## config.mk

```make
export PLATFORM = sky130hd
export DESIGN_NAME = deserializer
export DESIGN_NICKNAME = d
export VERILOG_FILES = /design/src/rtl/deserializer_pkg.sv /design/src/rtl/deserializer.sv
export SDC_FILE = /design/constraint.sdc
export NUM_CORES = 1
export LEC_CHECK = 0
export CELL_PAD_IN_SITES_DETAIL_PLACEMENT = 1
export CELL_PAD_IN_SITES_GLOBAL_PLACEMENT = 1
export CORE_ASPECT_RATIO = 1.25
export CORE_MARGIN = 8
export CORE_UTILIZATION = 30
export CTS_CLUSTER_DIAMETER = 50
export DETAILED_ROUTE_END_ITERATION = 8
export PLACE_DENSITY = 0.73
export SYNTH_ARGS = -nofsm -noshare
export SYNTH_HDL_FRONTEND = slang
export SYNTH_SLANG_ARGS = --single-unit
```

## constraint.sdc

```tcl
create_clock -name i_clk -period 2.2 [get_ports i_clk]
set_input_delay 0.33 -clock i_clk [delete_from_list [all_inputs] [get_ports i_clk]]
set_output_delay 0.33 -clock i_clk [all_outputs]
set_load 0.005 [all_outputs]
```

## src/rtl/deserializer_pkg.sv

```systemverilog
// deserializer_pkg: FSM encodings and default word length shared by the serdes blocks
package deserializer_pkg;
   localparam logic [0:0] SER_IDLE   = 1'b0;
   localparam logic [0:0] SER_SHIFT  = 1'b1;
   localparam int         SER_LENGTH = 24;
endpackage

```

## src/rtl/deserializer.sv

```systemverilog
// deserializer: LSB-first serial-to-parallel converter with start framing, valid/ready output and sticky error flags
module deserializer
   import deserializer_pkg::*;
#(
   parameter int LENGTH = SER_LENGTH
) (
   input  logic              i_clk,
   input  logic              i_rst_n,
   input  logic              i_en,
   input  logic              i_din,
   input  logic              i_din_start,
   output logic [LENGTH-1:0] ov_dout,
   output logic              o_dout_valid,
   input  logic              i_dout_ready,
   output logic              o_busy,
   output logic              o_overrun,
   output logic              o_frame_err
);
   localparam int CNT_W = $clog2(LENGTH + 1);
   logic [0:0]        state;
   logic [CNT_W-1:0]  count;
   logic [LENGTH-1:0] shift_reg;
   logic [LENGTH-1:0] word;
   logic              in_shift;
   logic              take;
   logic              last;
   logic              can_load;
   assign in_shift = (state == SER_SHIFT);
   assign word     = {i_din, shift_reg[LENGTH-1:1]};
   assign take     = i_en && (in_shift || i_din_start);
   assign last     = i_en && in_shift && (count == CNT_W'(LENGTH - 1));
   assign can_load = !o_dout_valid || i_dout_ready;
   assign o_busy   = in_shift;
   // input side: a start marker (in IDLE or mid-frame) restarts the count at 1; the last bit returns to IDLE
   always_ff @(posedge i_clk) begin
      if (!i_rst_n) begin
         state       <= SER_IDLE;
         count       <= '0;
         shift_reg   <= '0;
         o_frame_err <= 1'b0;
      end else begin
         if (take) shift_reg <= word;
         if (last) begin
            state <= SER_IDLE;
            count <= '0;
         end else if (take) begin
            state <= SER_SHIFT;
            count <= i_din_start ? CNT_W'(1) : count + CNT_W'(1);
         end
         if (i_en && in_shift && i_din_start) o_frame_err <= 1'b1;
      end
   end
   // output side: load a completed word when the register is free or drained this edge, otherwise drop it and flag overrun
   always_ff @(posedge i_clk) begin
      if (!i_rst_n) begin
         ov_dout      <= '0;
         o_dout_valid <= 1'b0;
         o_overrun    <= 1'b0;
      end else if (last && can_load) begin
         ov_dout      <= word;
         o_dout_valid <= 1'b1;
      end else begin
         if (last) o_overrun <= 1'b1;
         if (o_dout_valid && i_dout_ready) o_dout_valid <= 1'b0;
      end
   end
endmodule

```

# Word-level counts from Yosys, hierarchy flattened
# Index checks and enable logic that the tools add are counted.
# Widths: inputs -> output; s select.
word_totals:
  register_bits: 57
  output_inout_bits: 28
  wordCells: 26
op_classes:
  addsub: 1
  n_eq_ne: 1
  n_mux: 3
  bitwise: 2
  n_reduce_logical: 12
op_table:
  columns: ["cell", "n"]
  rows:
  - ["$logic_and 1x1->1", 6]
  - ["$add 5x1->5 const B", 1]
  - ["$eq 5x5->1 const B", 1]
  - ["$mux 5", 1]
  - ["$logic_or 1x1->1", 2]
  - ["$mux 1", 2]
  - ["$not 1->1", 2]
  - ["$reduce_and 2->1", 1]
  - ["$reduce_bool 2->1", 1]
  - ["$reduce_or 2->1", 1]
  - ["$logic_not 1->1", 1]

# Logic depth before layout (Yosys ltp)
logic_depth:
  depth_word: 5
  ltp_mapped: 5
  mapped_depth_nobuf: 4

# Worst setup path after synthesis
# OpenSTA, ideal clock, no wires.
synth_timing:
  path_kind: "register to register"
  startpoint: "register count[0]"
  endpoint: "register ov_dout[10]"
  t_arrival_ns: 1.397
  path_slack_ns: 0.731
  stages_incl_launch_ff: 6
  n_path_buf: 1
  synth_period_minus_slack_ns: 1.469
  cell_sequence: "dfxtp_1 -> ha_1 -> nand2_1 -> nor3_4 -> buf_6 -> mux2i_1"
synth_between:
  elab_chain_len: 3
synth_lines:
  columns: ["item", "line_no", "text"]
  rows:
  - ["start, declared", "deserializer.sv:21", "logic [CNT_W-1:0] count;"]
  - ["start signal, assigned", "deserializer.sv:48", "count <= i_din_start ? CNT_W'(1) : count + CNT_W'(1);"]
  - ["$eq 5x5->1", "deserializer.sv:31", "assign last = i_en && in_shift && (count == CNT_W'(LENGTH - 1));"]
  - ["$logic_and 1x1->1", "deserializer.sv:31", null]
  - ["$logic_and 1x1->1", "deserializer.sv:59", "end else if (last && can_load) begin"]
  - ["end signal, assigned", "deserializer.sv:60", "ov_dout <= word;"]
  - ["end, declared", "deserializer.sv:12", "output logic [LENGTH-1:0] ov_dout,"]
# Every way passes these cells.
# A chain may end at the register's enable or synchronous reset.

# Worst setup path after layout
layout_timing:
  startpoint: "register state (netlist: o_busy)"
  endpoint: "output o_busy"
layout_lines:
  columns: ["item", "line_no", "text"]
  rows:
  - ["start, declared", "deserializer.sv:20", "logic [0:0] state;"]
  - ["start signal, assigned", "deserializer.sv:37", "state <= SER_IDLE;"]
  - ["start signal, assigned", "deserializer.sv:44", "state <= SER_IDLE;"]
  - ["start signal, assigned", "deserializer.sv:47", "state <= SER_SHIFT;"]
  - ["end, declared", "deserializer.sv:15", "output logic o_busy,"]
# No word-level cell between the ends.

==> run metrics <==
largest area contributor in the netlist=dfxtp_1; final WL=4690 um; worst r2r dst=ov_dout[20]$_SDFFE_PN0P_; Crit. End Element=output pin; hold slack=0.416 ns; Final Critical Period=1.77 ns; drt initial violations=56; worst vdd ir=241 uV; WHS Path Cells=2; Num CTS Buffers=5; first-pass GRT wire length=8160 um; NumNets Final=288; crit path launch type=register; critical path class=reg -> out; post_cts resized=0; # setup viols final=0; First-pass DRT Iterations=4; Power Density=617 mW/mm^2; pin count of the biggest net entering global routing=30; later-pin clock latency in the skew report=0.31 ns; top-count cell post-synth=nand2_1; Crit-path slowest cell=clkdlybuf4s50_1; clock share of power=34.1%; Mapped Area=0.00222 sq mm; Post-synth EDFFs=0; multi-input logic area=0.00101 sq mm; io pins=34; CP required=1.87 ns; HPWL after DPL=3370 um; Post-CTS Setup Bufs=0; Lkg Pwr=0.886 nW; Crit Path Max Fanout=9; Clock Skew=0.00574 ns; die area=0.0104 sq mm; pre-CTS WS=0.363 ns; Layout fillers=872; Avg Vias per Cell=4.61; R2R Setup Slk=0.63 ns; post-route setup slack=0.429 ns; cell count after synthesis=249; Max-Cap Viols=0; syn_area_per_cell=8.91 sq um; CTS tree=yes; register area share after synthesis=50.5%; buffers and inverters on the worst path=1; Cell Chain, Critical Path=clkdlybuf4s50_1; synth cell count leaders=nand2_1 (98), dfxtp_1 (56), mux2i_1 (24), a21boi_0 (23), clkbuf_1 (9); Util after Layout=37.5%; Setup TNS Final=0 ns; Synth top area share=50.5%; Post-CTS Hold Fix Bufs=0; slowest stage delay, CP=0.58 ns; WL/cell=12.6 um; PortBufs=33; WP depth=1; YS warnings=0; max reg flops=24; Overall Global Routing Usage=9.54%; CTS max path bufs=2; Final Hold Violating Endpoints=0; core area=0.00727 sq mm; Clock transition at path regs=0.10 ns; Rows=35; CP Launch Point=o_busy$_SDFFE_PP0P_; # diodes=0; Synth Register Bits=56; Reg-to-Reg Start=count[0]$_SDFFE_PP0P_; HP Class=in -> reg; final period utilization=80.5%; Primary FF master, synth=dfxtp_1; Post-synth ARST share=0%; number of global-route vias before repair=1853; R2R depth=5; library cells used by synthesis=24; Net Sw Frac=22.7%; Arr. time, crit path=1.44 ns; Max transition margin=71.7%; antenna violations before repair=0; slew at the pin closest to its max-slew limit=0.420 ns; Final Max Tran Viols=0; initial cell density of the core=30.5%; Logic pwr share=5.0%; RD Place Congestion=0.752; area delta synth->final=23.0%; H-tree levels=2; FF/Latch Area=0.00112 sq mm; Die Span X=92.9 um; top cells by area, synth=dfxtp_1 (51%), nand2_1 (17%), mux2i_1 (11%); die height=112 um; highest clock rate=565 MHz; layout cell share with drive strength beyond 1=7.45%; Root Driver=clkbuf_8; NetSw=0.000382 W; Synthesized Nets=256; Final ANT Viol Nets=0; hold_sp=i_rst_n; Residual DRC=0; crit-path leading delay family=buffers and inverters; Reg power frac=60.9%; status=finished, final reports clean; hold path endpoint=shift_reg[9]$_SDFFE_PN0P_; Vias=1724; RSZ-0062 raised after global routing=no; clock net sink count=56; GRT Residual Overflow=0; Internal=0.00130 W
==> power groups by stage <==
stage | Sequential [W] | Clock (W) | Combinational, W
6_report | 0.00103 | 0.000575 | 0.0000837
5_1_grt | 0.00103 | 0.000643 | 0.0000927
4_1_cts | 0.00103 | 0.000605 | 0.0000862
3_5_place_dp | 0.00105 | 0 | 0.0000857
3_3_place_gp | 0.00105 | 0 | 0.0000850
2_1_floorplan | 0.00105 | 0 | 0.0000580
==> cell usage in the layout, fill, tap and decap left out, drive strengths merged <==
master | Yosys | final
nor3b | 1 | 1
nor3 | 1 | 1
o21a | 3 | 3
xor2 | 2 | 2
nor2b | 2 | 2
o21ai | 4 | 4
a21oi | 5 | 5
or3 | 2 | 2
nand2 | 98 | 98
ha | 1 | 1
a21boi | 23 | 23
buf | 8 | 10
clkdlybuf4s50 | 0 | 32
a31oi | 1 | 1
dfxtp | 56 | 56
o211ai | 2 | 2
nand4b | 2 | 2
mux2i | 24 | 24
nand3 | 2 | 2
nor2 | 3 | 3
clkbuf | 9 | 6
clkinv | 0 | 2
==> worst max path at each step <==
stage / to / slack (ns)
final: o_busy / 0.43
after global routing: o_busy / 0.34
after CTS: o_busy / 0.41
after detailed placement: ov_dout[22]$_SDFFE_PN0P_ / 0.36
after global placement: ov_dout[11]$_SDFFE_PN0P_ / 0.43
after floorplan: ov_dout[10]$_SDFFE_PN0P_ / 0.73
==> through the flow <==
stage	cells	area, sq um	power [W]
finish	374	2730	0.00168
global route	374	2730	0.00176
CTS	374	2730	0.00172
detailed placement	366	2640	0.00113
global placement	366	2640	0.00113
floorplan	249	2220	0.00110
==> logic make-up after synthesis <==
group	synth area share, %
buf+inv	4.12
simple gates	21.2
flops	50.5
fa+ha+maj	0.564
compound gates	12.0
xor+xnor	0.790
mux	10.8
==> layout make-up <==
type,count,area share (%)
Timing Repair Buffer,42,14.4
Sequential cell,56,41.1
Clock buffer,6,3.03
Multi-Input combinational cell,176,36.9
Clock inverter,2,0.367
Tap cell,92,4.22
==> layer usage <==
layer	up-vias	share of wire (%)	wire (um)	GRT usage (%)
li1	875	-	-	-
met1	814	44	2070	10.1
met2	29	48	2240	16.3
met3	6	6.0	282	2.54
met4	0	2.1	99	5.82
met5	-	0	0	0
(Power assumes the default switching activity.)
